`src/rtl/store_serializer.sv`:
```
// store_serializer: turns one 8/16/32-bit store request into a sequence of
// byte writes toward an 8-bit memory, with alignment checking.
module store_serializer #(
  parameter bit BIG_ENDIAN = 1'b1
) (
  input  logic        clk,
  input  logic        reset,
  input  logic        req_valid,
  output logic        req_ready,
  input  logic [31:0] req_addr,
  input  logic [31:0] req_data,
  input  logic [1:0]  req_size,
  output logic        mem_we,
  output logic [31:0] mem_addr,
  output logic [7:0]  mem_wdata,
  input  logic        mem_ready,
  output logic        done,
  output logic        fault
);

  typedef enum logic [1:0] {
    IDLE  = 2'd0,
    SEND  = 2'd1,
    DONE  = 2'd2,
    FAULT = 2'd3
  } state_t;

  state_t      state_reg, state_next;
  logic [31:0] addr_reg, addr_next;
  logic [31:0] data_reg, data_next;
  logic [1:0]  size_reg, size_next;
  logic [1:0]  beat_reg, beat_next;

  logic        req_bad;
  logic [1:0]  last_beat;
  logic [1:0]  byte_idx;
  logic [7:0]  data_bytes [4];

  // Split the latched store data into addressable byte lanes.
  for (genvar gi = 0; gi < 4; gi++) begin : g_lanes
    assign data_bytes[gi] = data_reg[8*gi +: 8];
  end

  // Request is rejected when the size is illegal or the address is misaligned.
  always_comb begin
    req_bad = 1'b0;
    case (req_size)
      2'b00:   req_bad = 1'b0;
      2'b01:   req_bad = req_addr[0];
      2'b10:   req_bad = (req_addr[1:0] != 2'b00);
      default: req_bad = 1'b1;
    endcase
  end

  // Index of the final beat for the latched size (byte, halfword, word).
  always_comb begin
    last_beat = 2'd0;
    case (size_reg)
      2'b01:   last_beat = 2'd1;
      2'b10:   last_beat = 2'd3;
      default: last_beat = 2'd0;
    endcase
  end

  // Big-endian walks the lanes from the top of the stored quantity downward.
  always_comb begin
    byte_idx = beat_reg;
    if (BIG_ENDIAN) begin
      byte_idx = last_beat - beat_reg;
    end
  end

  // State and request registers; reset abandons any store in flight.
  always_ff @(posedge clk) begin
    if (reset) begin
      state_reg <= IDLE;
      addr_reg  <= 32'd0;
      data_reg  <= 32'd0;
      size_reg  <= 2'd0;
      beat_reg  <= 2'd0;
    end else begin
      state_reg <= state_next;
      addr_reg  <= addr_next;
      data_reg  <= data_next;
      size_reg  <= size_next;
      beat_reg  <= beat_next;
    end
  end

  // Next-state logic: accept in IDLE, step beats in SEND, single-cycle DONE/FAULT.
  always_comb begin
    state_next = state_reg;
    addr_next  = addr_reg;
    data_next  = data_reg;
    size_next  = size_reg;
    beat_next  = beat_reg;
    case (state_reg)
      IDLE: begin
        if (req_valid) begin
          addr_next  = req_addr;
          data_next  = req_data;
          size_next  = req_size;
          beat_next  = 2'd0;
          state_next = req_bad ? FAULT : SEND;
        end
      end
      SEND: begin
        if (mem_ready) begin
          if (beat_reg == last_beat) begin
            state_next = DONE;
          end else begin
            beat_next = beat_reg + 2'd1;
          end
        end
      end
      DONE:    state_next = IDLE;
      FAULT:   state_next = IDLE;
      default: state_next = IDLE;
    endcase
  end

  // Outputs decoded from state; memory bus is driven to zero outside SEND.
  always_comb begin
    req_ready = (state_reg == IDLE);
    mem_we    = 1'b0;
    mem_addr  = 32'd0;
    mem_wdata = 8'd0;
    done      = (state_reg == DONE);
    fault     = (state_reg == FAULT);
    if (state_reg == SEND) begin
      mem_we    = 1'b1;
      mem_addr  = addr_reg + {30'd0, beat_reg};
      mem_wdata = data_bytes[byte_idx];
    end
  end

endmodule

```
`config.mk`:
```
export PLATFORM = sky130hd
export DESIGN_NAME = store_serializer
export DESIGN_NICKNAME = d
export VERILOG_FILES = /design/src/rtl/store_serializer.sv
export SDC_FILE = /design/constraint.sdc
export NUM_CORES = 1
export LEC_CHECK = 0
export ABC_AREA = 1
export BUFFER_PORTS_ARGS = -buffer_cell sky130_fd_sc_hd__buf_2
export CORE_MARGIN = 2
export CORE_UTILIZATION = 43
export DETAILED_ROUTE_END_ITERATION = 10
export GPL_TIMING_DRIVEN = 0
export PLACE_DENSITY_LB_ADDON = 0.25
export SETUP_SLACK_MARGIN = 0.2
export SLEW_MARGIN = 20
export SYNTH_ARGS = -nofsm -noshare
export SYNTH_HDL_FRONTEND = slang
export SYNTH_SLANG_ARGS = --single-unit
```
`constraint.sdc`:
```
create_clock -name clk -period 3.2 [get_ports clk]
set_input_delay 0.64 -clock clk [delete_from_list [all_inputs] [get_ports clk]]
set_output_delay 0.64 -clock clk [all_outputs]
set_load 0.1 [all_outputs]
```
==> results of run 1 <==
[logic make-up after synthesis]
| logic type | count (synthesis) |
|---|---|
| adders and majority gates | 5 |
| buffers and inverters | 67 |
| and+or+nand+nor | 340 |
| muxes | 8 |
| xor gates and xnor gates | 4 |
| AOI/OAI and AO/OA | 128 |
| DFF | 70 |
[worst max-delay path, cell delays in order (launching register included)]
cell and delay, ns:
dfxtp_4 0.39, ha_2 0.22, fa_2 0.26, nand2_4 0.08
nor2_8 0.15, inv_1 0.05, nor2_1 0.22, nand2_1 0.09
nand2_1 0.06, nand2_1 0.06, nor2_2 0.10, buf_6 0.23
[worst max path at each step]
stage	end	cells after the start	from	slack (ns)
floorplan	mem_addr[3]	6	beat_reg[1]	0.10
global placement	mem_wdata[6]	10	size_reg[0]	0.33
detailed placement	mem_wdata[6]	10	size_reg[0]	0.33
CTS	mem_wdata[6]	9	size_reg[0]	0.17
global route	mem_wdata[6]	10	size_reg[0]	0.16
finish	mem_addr[28]	11	beat_reg[0]	0.29
[per-stage QoR]
stage          power [mW]  worst slack [ns]  instance area (µm²)  cells  util (%)
2_1_floorplan        1.84             0.101                 4040    622         -
6_report             2.87             0.292                 5100    860      57.9
5_1_grt              3.02             0.163                 5100    860      57.9
3_3_place_gp         2.06             0.333                 4740    843      53.8
4_1_cts              2.84             0.173                 5000    859      56.8
3_5_place_dp         2.08             0.334                 4740    843      53.8
[power by group]
| part | leakage, nW | switching (mW) | internal, mW | total [mW] |
|---|---|---|---|---|
| Sequential | 0.581 | 0.105 | 0.985 | 1.09 |
| Clock | 0.0951 | 0.367 | 0.385 | 0.752 |
| Combinational | 1.64 | 0.732 | 0.293 | 1.02 |
| Total | 2.31 | 1.20 | 1.66 | 2.87 |
[area by class of cell]
cell class / instances / share of cell area [%]
well taps: 108 / 2.65
clock inverters: 6 / 1.37
flip-flops and latches: 70 / 27.6
repair buffers: 114 / 13.4
clock buffers: 10 / 2.70
inverters: 39 / 2.92
multi-input cells: 485 / 46.2
plain buffers: 28 / 3.19
[synthesized netlist by cell type (all sizes together), types with 3 or more instances]
master | instances | share of area, %
xor2 | 3 | 0.67
nand3 | 19 | 2.4
mux2i | 8 | 2.0
dfxtp | 70 | 36
ha | 4 | 1.3
buf | 17 | 2.6
clkbuf | 11 | 1.1
o21ai | 86 | 11
nand2 | 138 | 14
a21oi | 41 | 5.2
inv | 39 | 3.7
nor2 | 179 | 19
[timing repair]
action | 4_1_cts | 5_1_grt
setup endpoints to repair | 20 | 23
gates resized for setup | 23 | 31
setup buffers | 0 | 1
pin swaps | 0 | 2
[routing by layer]
| layer | share of wire (%) | vias up | wire [µm] | track usage (%) |
|---|---|---|---|---|
| met5 | 0 | - | 0 | 0 |
| met2 | 48 | 152 | 5740 | 42.8 |
| li1 | - | 2233 | - | - |
| met3 | 6.6 | 18 | 789 | 5.48 |
| met1 | 43 | 1932 | 5200 | 31.0 |
| met4 | 1.8 | 0 | 216 | 7.48 |
==> flow_metrics.env, run 1 <==
export IMPL_tns_ns=0
export IMPL_htreeDepth=3
export IMPL_hold_end="beat_reg[0]"
export IMPL_hpwl_um=9390
export IMPL_ant_nets=0
export IMPL_cts_tree="yes"
export IMPL_final_cell_mix="nor2_1 (149), nand2_1 (131), buf_2 (96)"
export IMPL_worstPathArrival_ns=2.27
export IMPL_synth_compound_area_share_pct=16.3
export IMPL_regArea_um2=1410
export IMPL_synthSimpleGateAreaFrac_pct=36.0
export IMPL_hp_start="reset"
export IMPL_num_rows=34
export IMPL_worstSkewPairLatency_ns=0.35
export IMPL_drcViolationCount=0
export IMPL_r2r_slack_ns=1.50
export IMPL_synth_xor_area_share_pct=0.890
export IMPL_ir_drop_mv=0.308
export IMPL_place_congestion=0.916
export IMPL_finalMaxSlewViolations=0
export IMPL_rsz0062_at_grt="yes"
export IMPL_reg2reg_from="size_reg[0]"
export IMPL_synth_seq_area_share_pct=35.6
export IMPL_synth_top_family_by_area="simple AND/OR/NAND/NOR gates"
export IMPL_layout_commonest_cell="nor2_1"
export IMPL_power_leakage_nw=2.31
export IMPL_die_area_um2=9930
export IMPL_antenna_found_initial=0
export IMPL_finalHoldViolations=0
export IMPL_status="complete, no violations"
export IMPL_root_buffer="clkbuf_8"
export IMPL_fin_skew_ns=0.00904
export IMPL_async_reset_ff_share_pct=0
export IMPL_multi_input_area_um2=2350
export IMPL_whs_ns=0.449
export IMPL_nNetsFinal=822
export IMPL_core_area_um2=8810
export IMPL_grt_pass1_wl_um=19500
export IMPL_io_buffers=113
export IMPL_cts_sinks=70
export IMPL_power_density_nw_per_um2=562
export IMPL_firstDrtPassIters=4
export IMPL_fill_cells=883
export IMPL_synth_fa_ha_area_share_pct=1.78
export IMPL_fin_crit_ns=2.91
export IMPL_hold_buffers=0
export IMPL_grt_max_degree=14
export IMPL_hold_depth=2
export IMPL_antenna_cells=0
export IMPL_first_global_vias=4162
export IMPL_tightest_slew_ns=0.552
export IMPL_io_pins=114
export IMPL_fp_dieH_um=99.7
export IMPL_syn_num_nets=697
export IMPL_drtIter0Drc=167
export IMPL_routed_wl_um=11900
export IMPL_cp_end_kind="output pin"
export IMPL_relSlewSlack_pct=63.2
export IMPL_drive_above_1_share_pct=27.5
export IMPL_muxShareOfSynthArea_pct=2.03
export IMPL_avgSynthCellArea_um2=6.33
export IMPL_reg2reg_depth=9
export IMPL_critical_path_class="register to output pin"
export IMPL_start_util_pct=44.7
export IMPL_overflow=0
export IMPL_syn_area_um2=3940
export IMPL_synth_edf_count=0
export IMPL_cts_buffers=9
export IMPL_viasPerCell=5.04
export IMPL_clockBufferDepth=2
export IMPL_finalCritPeriodShare_pct=90.9
export IMPL_synth_seq_cells=70
export IMPL_finalSetupViolations=0
export IMPL_die_w_um=99.7
export IMPL_synthCells=622
export IMPL_crit_required_ns=2.56
export IMPL_critPathLaunchType="register"
export IMPL_ys_flop_type="dfxtp_1"
export IMPL_grt_usage_pct=24.8
export IMPL_dr_total_vias=4335
export IMPL_hold_path_class="input pin to register"
export IMPL_clkTransAtPathRegs_ns=0.08
export IMPL_synth_distinct_cells=27
export IMPL_fmax_mhz=344
export IMPL_syn_to_final_growth_pct=29.5
export IMPL_drv_cap=0
export IMPL_wl_per_cell_um=13.9
export IMPL_crit_fanout=6
export IMPL_yosys_warnings=0
export IMPL_r2r_end="state_reg[1]"
Power figures use the tool's default switching activity.
==> inputs of run 2 (changes only) <==
--- a/config.mk
+++ b/config.mk
@@ -5,11 +5,10 @@
 export SDC_FILE = /design/constraint.sdc
 export NUM_CORES = 1
 export LEC_CHECK = 0
-export ABC_AREA = 1
-export BUFFER_PORTS_ARGS = -buffer_cell sky130_fd_sc_hd__buf_2
 export CORE_MARGIN = 2
 export CORE_UTILIZATION = 43
 export DETAILED_ROUTE_END_ITERATION = 10
+export DONT_BUFFER_PORTS = 1
 export GPL_TIMING_DRIVEN = 0
 export PLACE_DENSITY_LB_ADDON = 0.25
 export SETUP_SLACK_MARGIN = 0.2
==> run 2 against run 1 <==
Against the previous run:
- global-route usage down 1.0 points
- sequential share of layout area up 0.72 points
- critical path depth down 6
- worst setup slack worse by 0.46 ns
- the run now ends with setup timing left
==> flow_metrics.env, run 2 <==
export IMPL_place_area_um2=4170
export IMPL_root_buffer="clkbuf_8"
export IMPL_htreeDepth=3
export IMPL_relSlewSlack_pct=29.2
export IMPL_finalHoldViolations=0
export IMPL_drive_above_1_share_pct=29.1
export IMPL_rsz0062_at_grt="yes"
export IMPL_first_global_vias=3472
export IMPL_power_density_nw_per_um2=472
export IMPL_drtIter0Drc=122
export IMPL_yosysMostFrequentCell="nand2_1"
export IMPL_reg2reg_depth=8
export IMPL_reg2reg_from="state_reg[1]"
export IMPL_avgSynthCellArea_um2=7.41
export IMPL_grt_pass1_wl_um=16800
export IMPL_netlist_top_cells_count="nand2_1 (144), a21oi_1 (88), dfxtp_1 (70)"
export IMPL_crit_end="mem_addr[27]"
export IMPL_cts_tree="yes"
export IMPL_critical_path_class="register to output pin"
export IMPL_tightest_slew_ns=1.06
export IMPL_finalSetupViolations=15
export IMPL_core_area_um2=8220
export IMPL_critPathLaunchType="register"
export IMPL_syn_num_nets=566
export IMPL_ant_nets=0
export IMPL_syn_to_final_growth_pct=38.5
export IMPL_cp_end_kind="output pin"
export IMPL_overflow=0
export IMPL_drv_cap=0
export IMPL_async_reset_ff_share_pct=0
export IMPL_clkTransAtPathRegs_ns=0.09
export IMPL_die_area_um2=9210
export IMPL_cts_buffers=9
export IMPL_grt_usage_pct=23.8
export IMPL_dr_total_vias=3628
export IMPL_synth_edf_count=0
export IMPL_r2r_end="addr_reg[19]"
export IMPL_io_buffers=0
export IMPL_nNetsFinal=600
export IMPL_hold_buffers=0
export IMPL_antenna_found_initial=0
export IMPL_die_w_um=96.0
export IMPL_fin_skew_ns=0.00891
export IMPL_layout_commonest_cell="nand2_1"
export IMPL_status="finished, violations left"
export IMPL_synth_top_area_share_pct=38.5
export IMPL_fmax_mhz=297
export IMPL_final_cell_mix="nand2_1 (142), a21oi_1 (69), dfxtp_1 (59)"
export IMPL_power_leakage_nw=1.56
export IMPL_hpwl_um=7530
export IMPL_hold_path_class="input pin to register"
export IMPL_fp_dieH_um=96.0
export IMPL_worstPathArrival_ns=2.73
export IMPL_setup_slack_ns=-0.169
export IMPL_routed_wl_um=11100
export IMPL_synthCells=491
export IMPL_whs_ns=0.411
export IMPL_wl_per_cell_um=17.5
export IMPL_start_util_pct=44.3
export IMPL_antenna_cells=0
export IMPL_crit_start="beat_reg[1]"
export IMPL_ys_flop_type="dfxtp_1"
export IMPL_synth_seq_area_share_pct=38.5
export IMPL_firstDrtPassIters=4
export IMPL_finalCritPeriodShare_pct=105
export IMPL_stdcell_area_um2=5040
export IMPL_r2r_slack_ns=0.53
export IMPL_synth_largest_area_cell="dfxtp_1"
export IMPL_crit_required_ns=2.56
export IMPL_yosys_top_cells_area="dfxtp_1 (39%), nand2_1 (15%), a21oi_1 (12%)"
export IMPL_ir_drop_mv=0.260
export IMPL_synth_distinct_cells=40
export IMPL_clockBufferDepth=2
export IMPL_fin_crit_ns=3.37
export IMPL_place_congestion=0.813
export IMPL_syn_area_um2=3640
export IMPL_viasPerCell=5.71
export IMPL_io_pins=114
export IMPL_violations="setup timing"
export IMPL_crit_fanout=5
export IMPL_yosys_warnings=0
export IMPL_finalMaxSlewViolations=0
export IMPL_grt_max_degree=15
export IMPL_cts_sinks=70
export IMPL_synth_seq_cells=70
export IMPL_num_rows=33
export IMPL_worstSkewPairLatency_ns=0.35
export IMPL_drcViolationCount=0
export IMPL_tns_ns=-1.58
-- run 2: worst max-delay path, stage by stage (launching register included) --
cell     delay, ns
dfxtp_4       0.36
ha_4          0.27
a21oi_4       0.06
or4b_4        0.57
or4_4         0.52
a21oi_4       0.60
-- run 2: metal layers --
layer  vias up  share of wire (%)  global-route usage [%]
met5         -                  0                       0
met4         0                1.3                    7.62
met3        13                8.0                    5.87
met2       116                 49                    40.0
met1      1715                 41                    29.9
li1       1784                  -                       -
-- run 2: report_power, final --
part	leakage (nW)	switching [mW]	total, mW	internal [mW]
clock network	0.0944	0.382	0.752	0.371
registers	0.580	0.0743	1.01	0.936
logic	0.881	0.436	0.614	0.178
total	1.56	0.892	2.38	1.48
-- run 2: area by class of cell --
cell class / instances / area (µm²)
plain buffers: 34 / 179
inverters: 6 / 27.5
well taps: 105 / 131
clock inverters: 7 / 81.3
flip-flops and latches: 70 / 1430
repair buffers: 22 / 195
multi-input cells: 382 / 2870
fillers: 722 / 3180
clock buffers: 9 / 124
-- run 2: through the flow --
| stage | setup slack (ns) | instances | utilization (%) | total power [mW] |
|---|---|---|---|---|
| 3_3_place_gp | -0.371 | 596 | 50.3 | 1.53 |
| 4_1_cts | -0.229 | 627 | 56.7 | 2.32 |
| 3_5_place_dp | -0.0536 | 598 | 50.8 | 1.55 |
| 5_1_grt | -0.205 | 635 | 61.3 | 2.47 |
| 2_1_floorplan | -0.0886 | 491 | - | 1.45 |
| 6_report | -0.169 | 635 | 61.3 | 2.38 |
-- run 2: logic make-up (layout without fill, tap and decap cells) --
kind of cell / after synthesis / after routing / share of synthesized area, %
multiplexers: 17 / 17 / 4.68
adder cells (fa/ha/maj): 5 / 5 / 1.93
AND/OR/NAND/NOR: 223 / 224 / 28.4
XOR/XNOR: 13 / 13 / 3.34
flip-flops: 70 / 70 / 38.5
AO/OA/AOI/OAI: 123 / 123 / 18.5
buffers and inverters: 40 / 78 / 4.57
-- run 2: worst min path at each step --
stage	slack, ns	startpoint	cells after the start	to
6_report	0.41	req_data[2]	2	data_reg[2]
5_1_grt	0.41	req_addr[0]	2	addr_reg[0]
4_1_cts	0.40	req_data[3]	2	data_reg[3]
3_5_place_dp	0.45	data_reg[19]	2	data_reg[19]
3_3_place_gp	0.44	data_reg[11]	2	data_reg[11]
2_1_floorplan	0.44	data_reg[16]	2	data_reg[16]
-- run 2: timing repair --
action / in CTS / in global routing
buffers inserted: 12 / 7
cloned: 1 / 1
setup endpoints to repair: 57 / 37
resized for setup: 48 / 79
pin swaps: 37 / 31
==> inputs of run 3 (changes only) <==
--- a/config.mk
+++ b/config.mk
@@ -10,6 +10,7 @@
 export DETAILED_ROUTE_END_ITERATION = 10
 export DONT_BUFFER_PORTS = 1
 export GPL_TIMING_DRIVEN = 0
+export MAX_ROUTING_LAYER = met4
 export PLACE_DENSITY_LB_ADDON = 0.25
 export SETUP_SLACK_MARGIN = 0.2
 export SLEW_MARGIN = 20
==> run 3 against run 2 <==
Against the previous run:
- the run still ends with setup timing left
- power is 0.11% lower
- global-route usage is 0.73 points higher
- cell area stayed put
- core utilization stayed put
- die area stayed put
- first-iteration DRC count is 7.4% higher
- largest cell class unchanged
==> flow_metrics.env, run 3 (synthesized netlist as in run 2, its figures left out) <==
export IMPL_status="finished, violations left"
export IMPL_violations="setup timing"
export IMPL_die_w_um=96.0
export IMPL_io_pins=114
export IMPL_hold_depth=2
export IMPL_ir_drop_mv=0.259
export IMPL_layout_commonest_cell="nand2_1"
export IMPL_finish_utilization_pct=61.3
export IMPL_antenna_found_initial=0
export IMPL_critical_path_class="register to output pin"
export IMPL_finalHoldViolations=0
export IMPL_firstDrtPassIters=6
export IMPL_seqPwrFrac_pct=42.6
export IMPL_clkTransAtPathRegs_ns=0.09
export IMPL_reg2reg_depth=8
export IMPL_drv_cap=0
export IMPL_grt_usage_pct=24.5
export IMPL_grt_max_degree=15
export IMPL_drive_above_1_share_pct=29.1
export IMPL_crit_fanout=5
export IMPL_hpwl_um=7530
export IMPL_drcViolationCount=0
export IMPL_core_area_um2=8220
export IMPL_syn_to_final_growth_pct=38.5
export IMPL_hold_path_class="input pin to register"
export IMPL_rsz0062_at_grt="yes"
export IMPL_cts_buffers=9
export IMPL_hold_end="data_reg[2]"
export IMPL_die_area_um2=9210
export IMPL_r2r_slack_ns=0.52
export IMPL_overflow=0
export IMPL_antenna_cells=0
export IMPL_io_buffers=0
export IMPL_grt_pass1_wl_um=16800
export IMPL_fin_crit_ns=3.37
export IMPL_finalCritPeriodShare_pct=105
export IMPL_intPower_mw=1.48
export IMPL_fin_skew_ns=0.00999
export IMPL_tightest_slew_ns=1.06
export IMPL_reg2reg_from="state_reg[1]"
export IMPL_htreeDepth=3
export IMPL_clockBufferDepth=2
export IMPL_clock_power_share_pct=31.6
export IMPL_cts_tree="yes"
export IMPL_worstPathArrival_ns=2.73
export IMPL_num_rows=33
export IMPL_wl_per_cell_um=17.5
export IMPL_cts_sinks=70
export IMPL_crit_required_ns=2.56
export IMPL_fp_dieH_um=96.0
export IMPL_dr_total_vias=3640
export IMPL_routed_wl_um=11100
export IMPL_p_switching_mw=0.890
export IMPL_viasPerCell=5.73
export IMPL_hp_start="req_data[2]"
export IMPL_power_leakage_nw=1.56
export IMPL_setup_slack_ns=-0.166
export IMPL_critPathLaunchType="register"
export IMPL_first_global_vias=3471
export IMPL_r2r_end="addr_reg[19]"
export IMPL_final_cell_mix="nand2_1 (142), a21oi_1 (69), dfxtp_1 (59)"
export IMPL_ant_nets=0
export IMPL_start_util_pct=44.3
export IMPL_worstSkewPairLatency_ns=0.35
export IMPL_root_buffer="clkbuf_8"
export IMPL_finalMaxSlewViolations=0
export IMPL_power_frac_comb_pct=25.9
export IMPL_finalSetupViolations=15
export IMPL_nNetsFinal=600
export IMPL_drtIter0Drc=131
export IMPL_whs_ns=0.411
export IMPL_power_density_nw_per_um2=471
export IMPL_place_congestion=0.825
export IMPL_swShare_pct=37.5
export IMPL_cp_end_kind="output pin"
export IMPL_relSlewSlack_pct=29.2
export IMPL_fmax_mhz=297
run 3: repair_timing:
item                                    4_1_cts  5_1_grt
resized for setup                            48       79
buffers inserted                             12        7
hold buffers                                  0        0
cloned                                        1        1
endpoints found under the setup margin       57       37
pin swaps                                    37       31
run 3: how the worst max path moves through the flow:
stage	from	to	slack, ns	cells after the start
global route	beat_reg[1]	mem_addr[27]	-0.21	5
global placement	state_reg[0]	mem_addr[2]	-0.37	4
detailed placement	beat_reg[0]	mem_addr[22]	-0.05	7
floorplan	beat_reg[0]	mem_addr[20]	-0.09	7
finish	beat_reg[1]	mem_addr[27]	-0.17	5
CTS	beat_reg[1]	mem_addr[21]	-0.23	6
run 3: per-stage QoR:
step           area (µm²)  power [mW]  setup TNS (ns)  setup slack (ns)  std cells
6_report             5040        2.37           -1.55            -0.166        635
5_1_grt              5040        2.48           -2.56            -0.205        635
4_1_cts              4660        2.32           -2.63            -0.229        627
3_5_place_dp         4170        1.55          -0.488           -0.0536        598
3_3_place_gp         4130        1.53           -6.12            -0.371        596
2_1_floorplan        4000        1.45         -0.0886           -0.0886        491
run 3: area by class of cell:
class	count	area, µm²
clock inverters	7	81.3
inverters	6	27.5
well taps	105	131
multi-input cells	382	2870
repair buffers	22	195
clock buffers	9	124
fillers	722	3180
plain buffers	34	179
flip-flops and latches	70	1430
run 3: metal layers:
| metal | vias to the layer above | share of wire, % | routed length (µm) | GRT usage (%) |
|---|---|---|---|---|
| li1 | 1783 | - | - | - |
| met1 | 1742 | 43 | 4740 | 30.6 |
| met2 | 104 | 50 | 5560 | 40.0 |
| met3 | 11 | 6.2 | 693 | 5.01 |
| met4 | 0 | 0.87 | 97 | 7.62 |
| met5 | - | 0 | 0 | - |
run 3: critical path, cell delays in order, from the launching register on:
cell,delay [ns]
dfxtp_4,0.36
ha_4,0.27
a21oi_4,0.06
or4b_4,0.57
or4_4,0.52
a21oi_4,0.60
run 3: power groups by stage:
stage,registers [mW],logic (mW),clock network (mW)
detailed placement,1.01,0.534,0
CTS,0.995,0.558,0.764
global route,1.02,0.659,0.795
global placement,1.01,0.518,0
floorplan,0.997,0.452,0
finish,1.01,0.614,0.749
